$ cat config.mk
export PLATFORM = sky130hd
export DESIGN_NAME = saturn_bus_prog_builder
export DESIGN_NICKNAME = d
export VERILOG_FILES = /design/src/rtl/saturn_bus_prog_builder_pkg.sv /design/src/rtl/saturn_bus_prog_fifo.sv /design/src/rtl/saturn_bus_prog_builder.sv
export SDC_FILE = /design/constraint.sdc
export NUM_CORES = 1
export LEC_CHECK = 0
export BUFFER_PORTS_ARGS = -buffer_cell sky130_fd_sc_hd__buf_2
export CAP_MARGIN = 0
export CORE_ASPECT_RATIO = 1.4
export CORE_MARGIN = 4
export CORE_UTILIZATION = 28
export DETAILED_ROUTE_END_ITERATION = 10
export HOLD_SLACK_MARGIN = 0.12
export PLACE_DENSITY_LB_ADDON = 0.08
export SLEW_MARGIN = 40
export SYNTH_ARGS = -nofsm -noshare
export SYNTH_HDL_FRONTEND = slang
export SYNTH_SLANG_ARGS = --single-unit
$ cat constraint.sdc
create_clock -name i_clk -period 4.9 [get_ports i_clk]
set_clock_uncertainty 0.15 [all_clocks]
set_input_delay 0.98 -clock i_clk [delete_from_list [all_inputs] [get_ports i_clk]]
set_output_delay 0.98 -clock i_clk [all_outputs]
set_load 0.03 [all_outputs]
$ cat src/rtl/saturn_bus_prog_builder_pkg.sv
// Shared definitions for the bus program builder: bus command codes, entry layout, FSM states.
package saturn_bus_prog_builder_pkg;

  localparam int ENTRY_W        = 5;
  localparam int ENTRY_FLAG_BIT = 4;

  localparam logic [3:0] BUSCMD_PC_READ  = 4'h0;
  localparam logic [3:0] BUSCMD_DP_READ  = 4'h1;
  localparam logic [3:0] BUSCMD_PC_WRITE = 4'h2;
  localparam logic [3:0] BUSCMD_DP_WRITE = 4'h3;
  localparam logic [3:0] BUSCMD_LOAD_PC  = 4'h4;
  localparam logic [3:0] BUSCMD_LOAD_DP  = 4'h5;
  localparam logic [3:0] BUSCMD_CONFIG   = 4'h6;
  localparam logic [3:0] BUSCMD_UNCONFIG = 4'h7;

  typedef enum logic [1:0] {
    BUSPROG_ST_IDLE = 2'd0,
    BUSPROG_ST_ADDR = 2'd1,
    BUSPROG_ST_DATA = 2'd2
  } busprog_state_t;

  function automatic logic [ENTRY_W-1:0] make_entry(input logic is_cmd, input logic [3:0] nib);
    logic [ENTRY_W-1:0] e;
    e                 = '0;
    e[3:0]            = nib;
    e[ENTRY_FLAG_BIT] = is_cmd;
    return e;
  endfunction

endpackage

$ cat src/rtl/saturn_bus_prog_fifo.sv
// Program-entry FIFO: storage, wrapping rd/wr pointers, count, full/empty and push/pop arbitration.
module saturn_bus_prog_fifo
  import saturn_bus_prog_builder_pkg::*;
#(
  parameter int DEPTH = 32,
  parameter int CNT_W = $clog2(DEPTH + 1)
) (
  input  logic               clk,
  input  logic               reset,
  input  logic               en,
  input  logic               push,
  input  logic [ENTRY_W-1:0] push_entry,
  input  logic               pop,
  output logic               can_push,
  output logic [ENTRY_W-1:0] head,
  output logic [CNT_W-1:0]   count,
  output logic               full,
  output logic               empty
);
  localparam int AW = $clog2(DEPTH);
  localparam int PW = AW + 1;

  logic [ENTRY_W-1:0] mem [DEPTH];
  logic [PW-1:0]      wr_ptr;
  logic [PW-1:0]      rd_ptr;
  logic [PW-1:0]      diff;
  logic               pop_fire;
  logic               push_fire;

  // The extra pointer bit keeps full (diff == DEPTH) distinct from empty (diff == 0).
  assign diff      = wr_ptr - rd_ptr;
  assign empty     = (diff == '0);
  assign full      = (diff == PW'(DEPTH));
  assign count     = CNT_W'(diff);
  assign pop_fire  = en && pop && !empty;
  assign can_push  = !full || pop_fire;
  assign push_fire = en && push && can_push;
  assign head      = empty ? '0 : mem[rd_ptr[AW-1:0]];

  always_ff @(posedge clk) begin
    if (reset) begin
      wr_ptr <= '0;
      rd_ptr <= '0;
    end else begin
      if (push_fire) wr_ptr <= wr_ptr + PW'(1);
      if (pop_fire)  rd_ptr <= rd_ptr + PW'(1);
    end
  end

  always_ff @(posedge clk) begin
    if (push_fire) mem[wr_ptr[AW-1:0]] <= push_entry;
  end

endmodule

$ cat src/rtl/saturn_bus_prog_builder.sv
// Serialises bus requests (command, address nibbles, data nibbles) into a FIFO of program entries.
// Define SATURN_BUSPROG_DATA_EN to enable the data payload phase and its length-overflow error.
module saturn_bus_prog_builder
  import saturn_bus_prog_builder_pkg::*;
#(
  parameter int DEPTH            = 32,
  parameter int ADDR_NIBBLES     = 5,
  parameter int MAX_DATA_NIBBLES = 16
) (
  input  logic                                  i_clk,
  input  logic                                  i_reset,
  input  logic                                  i_clk_en,
  input  logic                                  i_req_valid,
  output logic                                  o_req_ready,
  input  logic [3:0]                            i_req_cmd,
  input  logic                                  i_req_addr_en,
  input  logic [4*ADDR_NIBBLES-1:0]             i_req_addr,
  input  logic [$clog2(MAX_DATA_NIBBLES+1)-1:0] i_req_data_len,
  input  logic [4*MAX_DATA_NIBBLES-1:0]         i_req_data,
  output logic                                  o_prog_valid,
  output logic [ENTRY_W-1:0]                    o_prog_entry,
  input  logic                                  i_prog_ack,
  output logic [$clog2(DEPTH+1)-1:0]            o_prog_count,
  output logic                                  o_busy,
  output logic                                  o_error
);
  localparam int LEN_W  = $clog2(MAX_DATA_NIBBLES + 1);
  localparam int AIDX_W = $clog2(ADDR_NIBBLES + 1);
  localparam int IDX_W  = (LEN_W > AIDX_W) ? LEN_W : AIDX_W;

  busprog_state_t            state, state_nxt;
  logic [IDX_W-1:0]          idx_q, idx_nxt;
  logic [4*ADDR_NIBBLES-1:0] addr_q, addr_nxt;
  logic                      error_q, error_nxt;
  logic                      push_req;
  logic [ENTRY_W-1:0]        push_entry;
  logic                      can_push;
  logic                      full;
  logic                      empty;
  logic                      accept;
  logic                      len_ovf;
  logic [LEN_W-1:0]          len_in;

`ifdef SATURN_BUSPROG_DATA_EN
  logic [4*MAX_DATA_NIBBLES-1:0] data_q, data_nxt;
  logic [LEN_W-1:0]              len_q, len_nxt;

  assign len_ovf = (i_req_data_len > LEN_W'(MAX_DATA_NIBBLES));
  assign len_in  = len_ovf ? LEN_W'(MAX_DATA_NIBBLES) : i_req_data_len;
`else
  wire unused_data = ^{i_req_data, i_req_data_len};
  assign len_ovf = 1'b0;
  assign len_in  = '0;
`endif

  // Request handshake: a request transfers on an enabled edge where i_req_valid && o_req_ready;
  // the command entry is pushed on that same edge, so a full FIFO withholds o_req_ready.
  assign o_req_ready  = (state == BUSPROG_ST_IDLE) && !full;
  assign accept       = i_req_valid && o_req_ready;
  assign o_busy       = (state != BUSPROG_ST_IDLE);
  assign o_prog_valid = !empty;
  assign o_error      = error_q;

  always_comb begin
    state_nxt  = state;
    idx_nxt    = idx_q;
    addr_nxt   = addr_q;
    error_nxt  = error_q;
    push_req   = 1'b0;
    push_entry = '0;
`ifdef SATURN_BUSPROG_DATA_EN
    data_nxt   = data_q;
    len_nxt    = len_q;
`endif
    if (i_prog_ack && empty) error_nxt = 1'b1;

    case (state)
      BUSPROG_ST_IDLE: begin
        push_entry = make_entry(1'b1, i_req_cmd);
        if (accept) begin
          push_req = 1'b1;
          addr_nxt = i_req_addr;
          idx_nxt  = '0;
          if (len_ovf) error_nxt = 1'b1;
`ifdef SATURN_BUSPROG_DATA_EN
          data_nxt = i_req_data;
          len_nxt  = len_in;
`endif
          if (i_req_addr_en)     state_nxt = BUSPROG_ST_ADDR;
`ifdef SATURN_BUSPROG_DATA_EN
          else if (len_in != '0) state_nxt = BUSPROG_ST_DATA;
`endif
        end
      end
      BUSPROG_ST_ADDR: begin
        push_req   = 1'b1;
        push_entry = make_entry(1'b0, addr_q[3:0]);
        if (can_push) begin
          addr_nxt = addr_q >> 4;
          if (idx_q == IDX_W'(ADDR_NIBBLES - 1)) begin
            idx_nxt   = '0;
            state_nxt = BUSPROG_ST_IDLE;
`ifdef SATURN_BUSPROG_DATA_EN
            if (len_q != '0) state_nxt = BUSPROG_ST_DATA;
`endif
          end else begin
            idx_nxt = idx_q + IDX_W'(1);
          end
        end
      end
`ifdef SATURN_BUSPROG_DATA_EN
      BUSPROG_ST_DATA: begin
        push_req   = 1'b1;
        push_entry = make_entry(1'b0, data_q[3:0]);
        if (can_push) begin
          data_nxt = data_q >> 4;
          if (idx_q + IDX_W'(1) == IDX_W'(len_q)) begin
            idx_nxt   = '0;
            state_nxt = BUSPROG_ST_IDLE;
          end else begin
            idx_nxt = idx_q + IDX_W'(1);
          end
        end
      end
`endif
      default: state_nxt = BUSPROG_ST_IDLE;
    endcase
  end

  always_ff @(posedge i_clk) begin
    if (i_reset) begin
      state   <= BUSPROG_ST_IDLE;
      idx_q   <= '0;
      addr_q  <= '0;
      error_q <= 1'b0;
`ifdef SATURN_BUSPROG_DATA_EN
      data_q  <= '0;
      len_q   <= '0;
`endif
    end else if (i_clk_en) begin
      state   <= state_nxt;
      idx_q   <= idx_nxt;
      addr_q  <= addr_nxt;
      error_q <= error_nxt;
`ifdef SATURN_BUSPROG_DATA_EN
      data_q  <= data_nxt;
      len_q   <= len_nxt;
`endif
    end
  end

  saturn_bus_prog_fifo #(.DEPTH(DEPTH)) u_fifo (
    .clk        (i_clk),
    .reset      (i_reset),
    .en         (i_clk_en),
    .push       (push_req),
    .push_entry (push_entry),
    .pop        (i_prog_ack),
    .can_push   (can_push),
    .head       (o_prog_entry),
    .count      (o_prog_count),
    .full       (full),
    .empty      (empty)
  );

endmodule

---- Word-level counts from Yosys, hierarchy flattened ----
Memories as Yosys holds them, arrays and structs flattened. A register that Yosys moved wholly into a read port is not among the register bits.
Cells that the tools add are included.
word-level totals
  flip-flop bits (word level) ............. 40
  bits in read-only memories .............. 0
  bits in writable memories ............... 160
  memories kept ........................... 1
  output and inout bits ................... 15
  bits in latches ......................... 0
  input port bits ......................... 99
  logic and storage cells ................. 55
memory list
  memory      words  width  rd ports  clocked after memory_dff  wr ports  line                        source
  u_fifo.mem  32     5      1         1                         1         saturn_bus_prog_fifo.sv:23  logic [ENTRY_W-1:0] mem [DEPTH];
operators by class
  equality and inequality tests ........... 7
  muxes and demuxes ....................... 20
  bitwise logic cells ..................... 0
  reductions and logical operators ........ 17
  order comparisons ....................... 0
  add/sub/neg operators ................... 4
  shifts and indexed selects .............. 0
  div/mod/pow operators ................... 0
  $mul .................................... 0
operators with widths
  operator                                               count
  2-to-1 mux 20 bit                                      2
  case mux 20 bit (2 select lines)                       1
  2-to-1 mux 5 bit                                       6
  case mux 5 bit (2 select lines)                        2
  adder 6 x 1 -> 6 bit, second input constant            2
  2-to-1 mux 2 bit                                       4
  logical AND 1 bit                                      7
  equality test 6 bit, second input constant             1
  logical NOT 6 bit                                      1
  inequality test 2 bit, second input constant           3
  subtractor 6 bit                                       1
  adder 5 x 1 -> 5 bit, second input constant            1
  equality test 5 x 3 -> 1 bit, second input constant    1
  AND reduction 5 bit                                    1
  case mux 2 bit (2 select lines)                        1
  AND reduction 4 bit                                    1
  nonzero test 2 bit                                     2
  2-to-1 mux 1 bit                                       3
  equality test 2 x 1 -> 1 bit, second input constant    1
  logical NOT 1 bit                                      2
  logical NOT 2 bit                                      1
  inequality test 2 x 1 -> 1 bit, second input constant  1
  case mux 1 bit (2 select lines)                        1
  AND reduction 2 bit                                    1
  logical OR 1 bit                                       1

---- Depth between registers and ports, before layout ----
Gate-level depths: netlist of the first run.
  depth in word-level cells ............... 11
  mapped depth ............................ 13
  gate-level depth less buffers ........... 11

---- Hierarchy ----
A second synthesis of the first run with hierarchy kept.
unflattened totals
  cells, all modules ...................... 559
  area total of the unflattened synthesis .. 8758.4 um2
by module, submodules not included
  module                   instances  seq. area each (um2)  cells each  area an instance (um2)
  saturn_bus_prog_fifo     1          5144.9                417         7420.9
  saturn_bus_prog_builder  1          540.5                 142         1337.5

---- Worst setup path after synthesis of the first run ----
No wires, ideal clock.
  path kind ............................... register to output
  start ................................... register u_fifo.wr_ptr[0]
  end ..................................... output o_prog_valid
  stages on the path, launching flop included .. 9
  setup slack ............................. 1.064 ns
  arrival ................................. 2.706 ns
  cell sequence ........................... dfxtp_1 inv_1 ha_1 inv_1 fa_1 nor4_1 mux2i_2 nor4_1 inv_1
on the way
  cells in the longest elaborated chain, start to end .. 3
RTL lines
  item                       line                           source
  start: declaration         saturn_bus_prog_fifo.sv:24     logic [PW-1:0] wr_ptr;
  start signal: assignment   saturn_bus_prog_fifo.sv:45     if (push_fire) wr_ptr <= wr_ptr + PW'(1);
  subtractor 6 bit           saturn_bus_prog_fifo.sv:31     assign diff = wr_ptr - rd_ptr;
  named net o_prog_count[1]  saturn_bus_prog_builder.sv:23  output logic [$clog2(DEPTH+1)-1:0] o_prog_count,
  logical NOT 6 bit          saturn_bus_prog_fifo.sv:32     assign empty = (diff == '0);
  logical NOT 1 bit          saturn_bus_prog_builder.sv:61  assign o_prog_valid = !empty;
  end: declaration           saturn_bus_prog_builder.sv:20  output logic o_prog_valid,
The timed path passes the listed nets, and every way through them passes these cells.

---- Final worst setup path of the first run ----
  start ................................... register u_fifo.wr_ptr[0]
  end ..................................... output o_prog_entry[4]
on the way
  cells in the longest elaborated chain, start to end .. 3
RTL lines
  item               line                           source
  subtractor 6 bit   saturn_bus_prog_fifo.sv:31
  logical NOT 6 bit  saturn_bus_prog_fifo.sv:32
  2-to-1 mux 5 bit   saturn_bus_prog_fifo.sv:38     assign head = empty ? '0 : mem[rd_ptr[AW-1:0]];
  end: declaration   saturn_bus_prog_builder.sv:21  output logic [ENTRY_W-1:0] o_prog_entry,
Every way passes these cells.

==> key figures, run 1 <==
Status
  – Outcome: finished, final reports clean

STA
  – Crit path time final: 4.45 ns
  – Final Setup Violations: 0
  – Fmax: 225 MHz
  – Pins Over Slew Limit: 0
  – RSZ-0062 raised after global routing: no
  – Least-Margin Pin Slew: 0.845 ns
  – Slew Limit Headroom: 43.5%
  – TNS Setup: 0 ns
  – Hold WS: 0.321 ns
  – Fin crit share: 90.8%
  – Fin. Hold Viols: 0

Global routing
  – Vias in the first global route: 5106
  – Overflow after GRT: 0
  – GRT Util Overall: 11.8%
  – Initial antenna violation count: 0
  – Largest net degree at the start of global routing: 42
  – First-pass GRT wire length: 30.7 mm

Layout
  – Design Area, Final: 10100 sq um
  – Commonest non-fill, non-tap cell in the layout: edfxtp_1
  – Share of cells above drive strength 1: 27.7%
  – Most frequent cells in the layout: edfxtp_1, nor2_1, mux4_2, buf_2, dfxtp_1
  – N_diodes: 0
  – Nets: 708
  – Layout area overhead: 16.2%

CTS
  – CTS Buf Count: 22
  – Clock latency on the worst-skew pair: 0.50 ns
  – CTS max path bufs: 3
  – H-tree depth: 1
  – Hold-fix buffers at CTS: 0
  – Post-CTS Setup Repair Bufs: 0
  – Post-CTS sizing: 0
  – Clk root buf: clkbuf_16
  – Worst-path clk slew: 0.07 ns
  – CTS tree: done
  – Clock sinks: 204

Placement
  – Final GP Congestion: 0.725
  – Cell Area, Placed: 9350 sq um
  – I/O Buffers: 44
  – DP HPWL: 13.4 mm

Synth
  – Syn nets: 657
  – Post-synth EDFFs: 160
  – Post-synth cell types: 47
  – Ys flop type: edfxtp_1
  – Sequential fraction of the synthesis area: 65.7%
  – Synthesized instance count: 545
  – Yosys warnings: 0
  – Post-synth ARST share: 0%
  – Cell area after synthesis: 8650 sq um
  – Syn Area/Cell: 15.9 sq um
  – Register bit total from synthesis: 204

Pwr
  – PD cells: 458 nW/um^2
  – Leak pwr: 3.18 nW
  – Maximum vdd drop: 439 uV

Min path
  – Hold Path Stages: 2
  – Hold Crit Class: reg -> reg

Worst setup path
  – Worst Path Arrival: 3.32 ns
  – CP Launch Type: flip-flop
  – CP Capture Type: primary output
  – CP required: 3.77 ns
  – Crit-path max FO: 7
  – R2R cell count: 11
  – Kind of critical path: reg -> out

Route
  – DR pass1 iterations: 4
  – Final wirelength: 19.7 mm
  – Routed len/inst: 19.8 um
  – First DRT Iteration DRCs: 309
  – Vias: 4679
  – DR DRC count: 0
  – Routed Antenna Nets: 0
  – Via/cell ratio: 4.70

Die
  – Die Ht: 216 um
  – Initial Util: 28.6%
  – FP Rows: 75
  – Num ports: 114
  – CORE AREA: 30200 sq um
  – Die ar.: 33800 sq um
  – Die X: 157 um

Flow run
  – Max-capacitance violation count: 0
==> stage by stage <==
step | std cells | total power, mW | setup slack (ns) | utilization [%]
2_1_floorplan | 545 | 2.74 | 1.06 | -
3_3_place_gp | 957 | 3.04 | 0.644 | 30.9
3_5_place_dp | 957 | 3.07 | 0.626 | 30.9
4_1_cts | 996 | 4.67 | 0.362 | 33.2
5_1_grt | 996 | 4.81 | 0.225 | 33.3
6_report | 996 | 4.60 | 0.452 | 33.3
==> kinds of logic (layout without fill, tap and decap cells) <==
| family | Yosys count | count (layout) | share of synthesized area [%] |
|---|---|---|---|
| and+or+nand+nor | 131 | 131 | 6.90 |
| muxes | 74 | 74 | 15.2 |
| DFF | 204 | 204 | 65.7 |
| xor gates and xnor gates | 9 | 9 | 0.998 |
| AOI/OAI and AO/OA | 67 | 67 | 6.85 |
| buffers and inverters | 47 | 113 | 2.37 |
| adders and majority gates | 13 | 13 | 1.97 |
==> Yosys cell counts, drive strengths merged, types with 2 or more instances <==
master,instances,area (sq um)
a2111oi,2,42.5
a211oi,27,283
a21oi,19,95.1
a22o,5,43.8
buf,11,70.1
clkbuf,16,60.1
dfxtp,44,881
edfxtp,160,4800
ha,12,150
inv,20,75.1
mux2,6,67.6
mux2i,23,234
mux4,45,1010
nand2,18,67.6
nand2b,4,25.0
nand3,8,40.0
nand3b,3,22.5
nand4,2,12.5
nor2,73,282
nor2b,6,37.5
nor3,2,10.0
nor4,6,37.5
o21ai,5,25.0
o32a,3,30.0
o32ai,3,41.3
or3,4,25.0
xnor2,5,43.8
xor2,4,42.6
==> where the power goes <==
part	total [mW]	internal [mW]	switching, mW
clock	1.59	0.911	0.675
sequential	1.97	1.94	0.0355
combinational	1.04	0.386	0.657
total	4.60	3.23	1.37
==> flip-flops by register name, summed over array words and instances (netlist names), named ones only <==
name           count
addr_q            20
idx_q              5
o_error            1
state              1
u_fifo.mem       160
u_fifo.rd_ptr      6
u_fifo.wr_ptr      6
==> final timing paths <==
| path | startpoint | to | slack (ns) |
|---|---|---|---|
| setup / recovery | u_fifo.wr_ptr[0]$_SDFFE_PP0P_ | o_prog_entry[4] | 0.45 |
| hold / removal | o_error$_SDFFE_PP0P_ | o_error$_SDFFE_PP0P_ | 0.32 |
| setup reg to reg | u_fifo.wr_ptr[0]$_SDFFE_PP0P_ | u_fifo.mem[20][4]$_DFFE_PP_ | 0.69 |
| hold reg to reg | o_error$_SDFFE_PP0P_ | o_error$_SDFFE_PP0P_ | 0.32 |
==> final cells by class <==
cell class / instances / area (sq um)
clock buffer: 26 / 587
clock inverter: 13 / 98.8
fill: 2983 / 20200
inverter: 20 / 75.1
multi-input combinational: 294 / 2810
sequential: 204 / 5690
tap: 385 / 482
timing repair buffer: 54 / 310
==> metal layers <==
metal  wire length (um)  GRT usage, %  up-vias  share of wire (%)
met5                  0             0        -                  0
met1               7920          14.2     2366                 40
met4                249          2.78        0                1.3
met3                912          2.06       17                4.6
li1                   -             -     2205                  -
met2              10700          21.8       91                 54
==> worst max-delay path: stages, from the launching register on <==
cell	delay, ns
dfxtp_1	0.40
inv_1	0.14
ha_1	0.21
inv_1	0.06
fa_1	0.46
nor4_1	0.37
mux2i_2	0.24
nor4_4	0.56
nor2_1	0.16
buf_2	0.22
Note: power is estimated with default switching activity, not from simulation.
==> run 2, diff against run 1 <==
CORE_ASPECT_RATIO = default   (was 1.4)
HOLD_SLACK_MARGIN = 0.05   (was 0.12)
==> key figures, run 2 (synthesis gave the netlist of run 1 again) <==
Status
  – Outcome: finished, final reports clean

Die
  – Die ar.: 33800 sq um (-0.12%)
  – FP Rows: 64 (-15%)
  – CORE AREA: 30500 sq um (+0.97%)
  – Die X: 184 um (+17%)
  – Initial Util: 28.4% (-0.27 points)
  – Die Ht: 184 um (-15%)
  – Num ports: 114 (unchanged)

CTS
  – Hold-fix buffers at CTS: 0 (unchanged)
  – CTS tree: done
  – Post-CTS Setup Repair Bufs: 0 (unchanged)
  – H-tree depth: 1 (unchanged)
  – Clk root buf: clkbuf_16
  – CTS max path bufs: 3 (unchanged)
  – Clock sinks: 204 (unchanged)
  – Post-CTS sizing: 0 (unchanged)
  – Clock latency on the worst-skew pair: 0.51 ns (about the same)
  – Worst-path clk slew: 0.06 ns (about the same)
  – CTS Buf Count: 24 (+9.1%)

Route
  – Vias: 4687 (+0.17%)
  – Routed len/inst: 19.4 um (-2.1%)
  – Routed Antenna Nets: 0 (unchanged)
  – Via/cell ratio: 4.63 (-1.5%)
  – DR DRC count: 0 (unchanged)
  – M1 WL: 8.59 mm (+8.5%)
  – First DRT Iteration DRCs: 303 (-1.9%)
  – Met3 Wirelength: 1.06 mm (+16%)
  – Highest routed metal layer: met4
  – DR pass1 iterations: 4 (unchanged)
  – Final wirelength: 19.7 mm (-0.38%)
  – Routed wire length on met2: 9.65 mm (-9.4%)

Placement
  – Post-Place Worst Slack: 0.664 ns (+0.0371 ns)
  – Placed cell count: 969 (+1.3%)
  – Cell Area, Placed: 9350 sq um (about the same)
  – Final GP Congestion: 0.744 (+2.6%)
  – I/O Buffers: 44 (unchanged)
  – DP HPWL: 12.7 mm (-4.6%)

Pwr
  – Maximum vdd drop: 371 uV (-15%)
  – Leak pwr: 3.23 nW (+1.8%)
  – PD cells: 466 nW/um^2 (+1.8%)

Global routing
  – Vias in the first global route: 5023 (-1.6%)
  – GRT Util Overall: 11.6% (-0.17 points)
  – First-pass GRT wire length: 29.8 mm (-2.7%)
  – Overflow after GRT: 0 (unchanged)
  – Initial antenna violation count: 0 (unchanged)
  – Largest net degree at the start of global routing: 42 (unchanged)

Min path
  – WHS Endpoint: o_error$_SDFFE_PP0P_
  – Hold Path Stages: 2 (unchanged)
  – Min-delay src: o_error$_SDFFE_PP0P_
  – Hold Crit Class: reg -> reg

Layout
  – Largest register FFs: 160 (unchanged)
  – Design Area, Final: 10100 sq um (+0.80%)
  – Layout area overhead: 17.1%
  – N_diodes: 0 (unchanged)
  – Fin cells: 1013 (+1.7%)
  – Nets: 711 (+0.42%)
  – Commonest non-fill, non-tap cell in the layout: edfxtp_1
  – Most frequent cells in the layout: edfxtp_1, nor2_1, mux4_2, buf_2, dfxtp_1
  – Share of cells above drive strength 1: 28.2% (+0.54 points)

Worst setup path
  – R2r endpoint: u_fifo.mem[0][3]$_DFFE_PP_
  – Worst Path Arrival: 3.29 ns (-0.03 ns)
  – CP required: 3.77 ns (about the same)
  – R2R cell count: 11 (unchanged)
  – Worst R2R Setup Slack: 0.72 ns (+0.03 ns)
  – Kind of critical path: reg -> out
  – Worst setup path start: u_fifo.wr_ptr[0]$_SDFFE_PP0P_
  – Crit-path max FO: 5 (-2)
  – CP Capture Type: primary output
  – Worst r2r src: u_fifo.wr_ptr[0]$_SDFFE_PP0P_
  – CP Launch Type: flip-flop

Flow run
  – Max-capacitance violation count: 0 (unchanged)

STA
  – Final Setup Violations: 0 (unchanged)
  – RSZ-0062 raised after global routing: no
  – Pins Over Slew Limit: 0 (unchanged)
  – Fin crit share: 90.1% (-0.63 points)
  – Crit path time final: 4.42 ns (-0.0310 ns)
  – Fin. Hold Viols: 0 (unchanged)
  – Setup WS post-layout: 0.483 ns (+0.0310 ns)
  – TNS Setup: 0 ns (unchanged)
  – Least-Margin Pin Slew: 0.804 ns (-0.0411 ns)
  – Slew Limit Headroom: 46.1% (+2.6 points)
  – Fmax: 226 MHz (+0.70%)
-- run 2: cell types whose count changed in the layout (fill, tap and decap cells not counted), moves of 2 or more --
cell,previous run,this run
clkinv_2,3,8
clkinv_1,4,0
clkbuf_8,0,3
clkbuf_1,3,5
clkbuf_16,23,25
clkinvlp_4,3,1
-- run 2: area by class of cell --
cell class,count,area [sq um]
Fill cell,2941,20400
Sequential cell,204,5690
Multi-Input combinational cell,294,2780
Clock buffer,33,686
Tap cell,396,495
Timing Repair Buffer,55,315
Clock inverter,11,93.8
Inverter,20,75.1
-- run 2: routing by layer --
metal / vias to the layer above / GRT usage [%]
met1: 2344 / 15.3
met4: 0 / 2.93
met3: 26 / 2.30
li1: 2223 / -
met5: - / 0
met2: 94 / 19.9
-- run 2: critical path: stages (launching register included) --
cell and delay [ns]:
dfxtp_1 0.34, inv_1 0.17, ha_1 0.20, inv_1 0.05, fa_1 0.40, a21o_1 0.19, a21oi_1 0.29, mux2i_2 0.18
a211oi_1 0.67, nor2_1 0.07, buf_2 0.21
-- run 2: how the worst max path moves through the flow --
stage	to	slack (ns)	cells past startpoint
6_report	o_req_ready	0.48	10
4_1_cts	o_prog_entry[3]	0.45	11
5_1_grt	o_req_ready	0.24	9
3_5_place_dp	u_fifo.mem[0][1]$_DFFE_PP_	0.66	11
2_1_floorplan	o_prog_valid	1.06	8
3_3_place_gp	u_fifo.mem[20][1]$_DFFE_PP_	0.74	11
-- run 2: report_power, final --
part,internal (mW),switching [mW],leakage (nW)
clock,1.03,0.690,0.388
combinational,0.390,0.627,1.05
sequential,1.94,0.0451,1.79
total,3.36,1.36,3.23
-- run 2: per-stage QoR --
| step | utilization, % | total power, mW | hold slack [ns] |
|---|---|---|---|
| after floorplan | - | 2.74 | 0.299 |
| after global placement | 30.6 | 3.05 | 0.306 |
| after detailed placement | 30.6 | 3.06 | 0.328 |
| after CTS | 33.2 | 4.81 | 0.342 |
| after global routing | 33.2 | 4.95 | 0.366 |
| final | 33.2 | 4.72 | 0.329 |
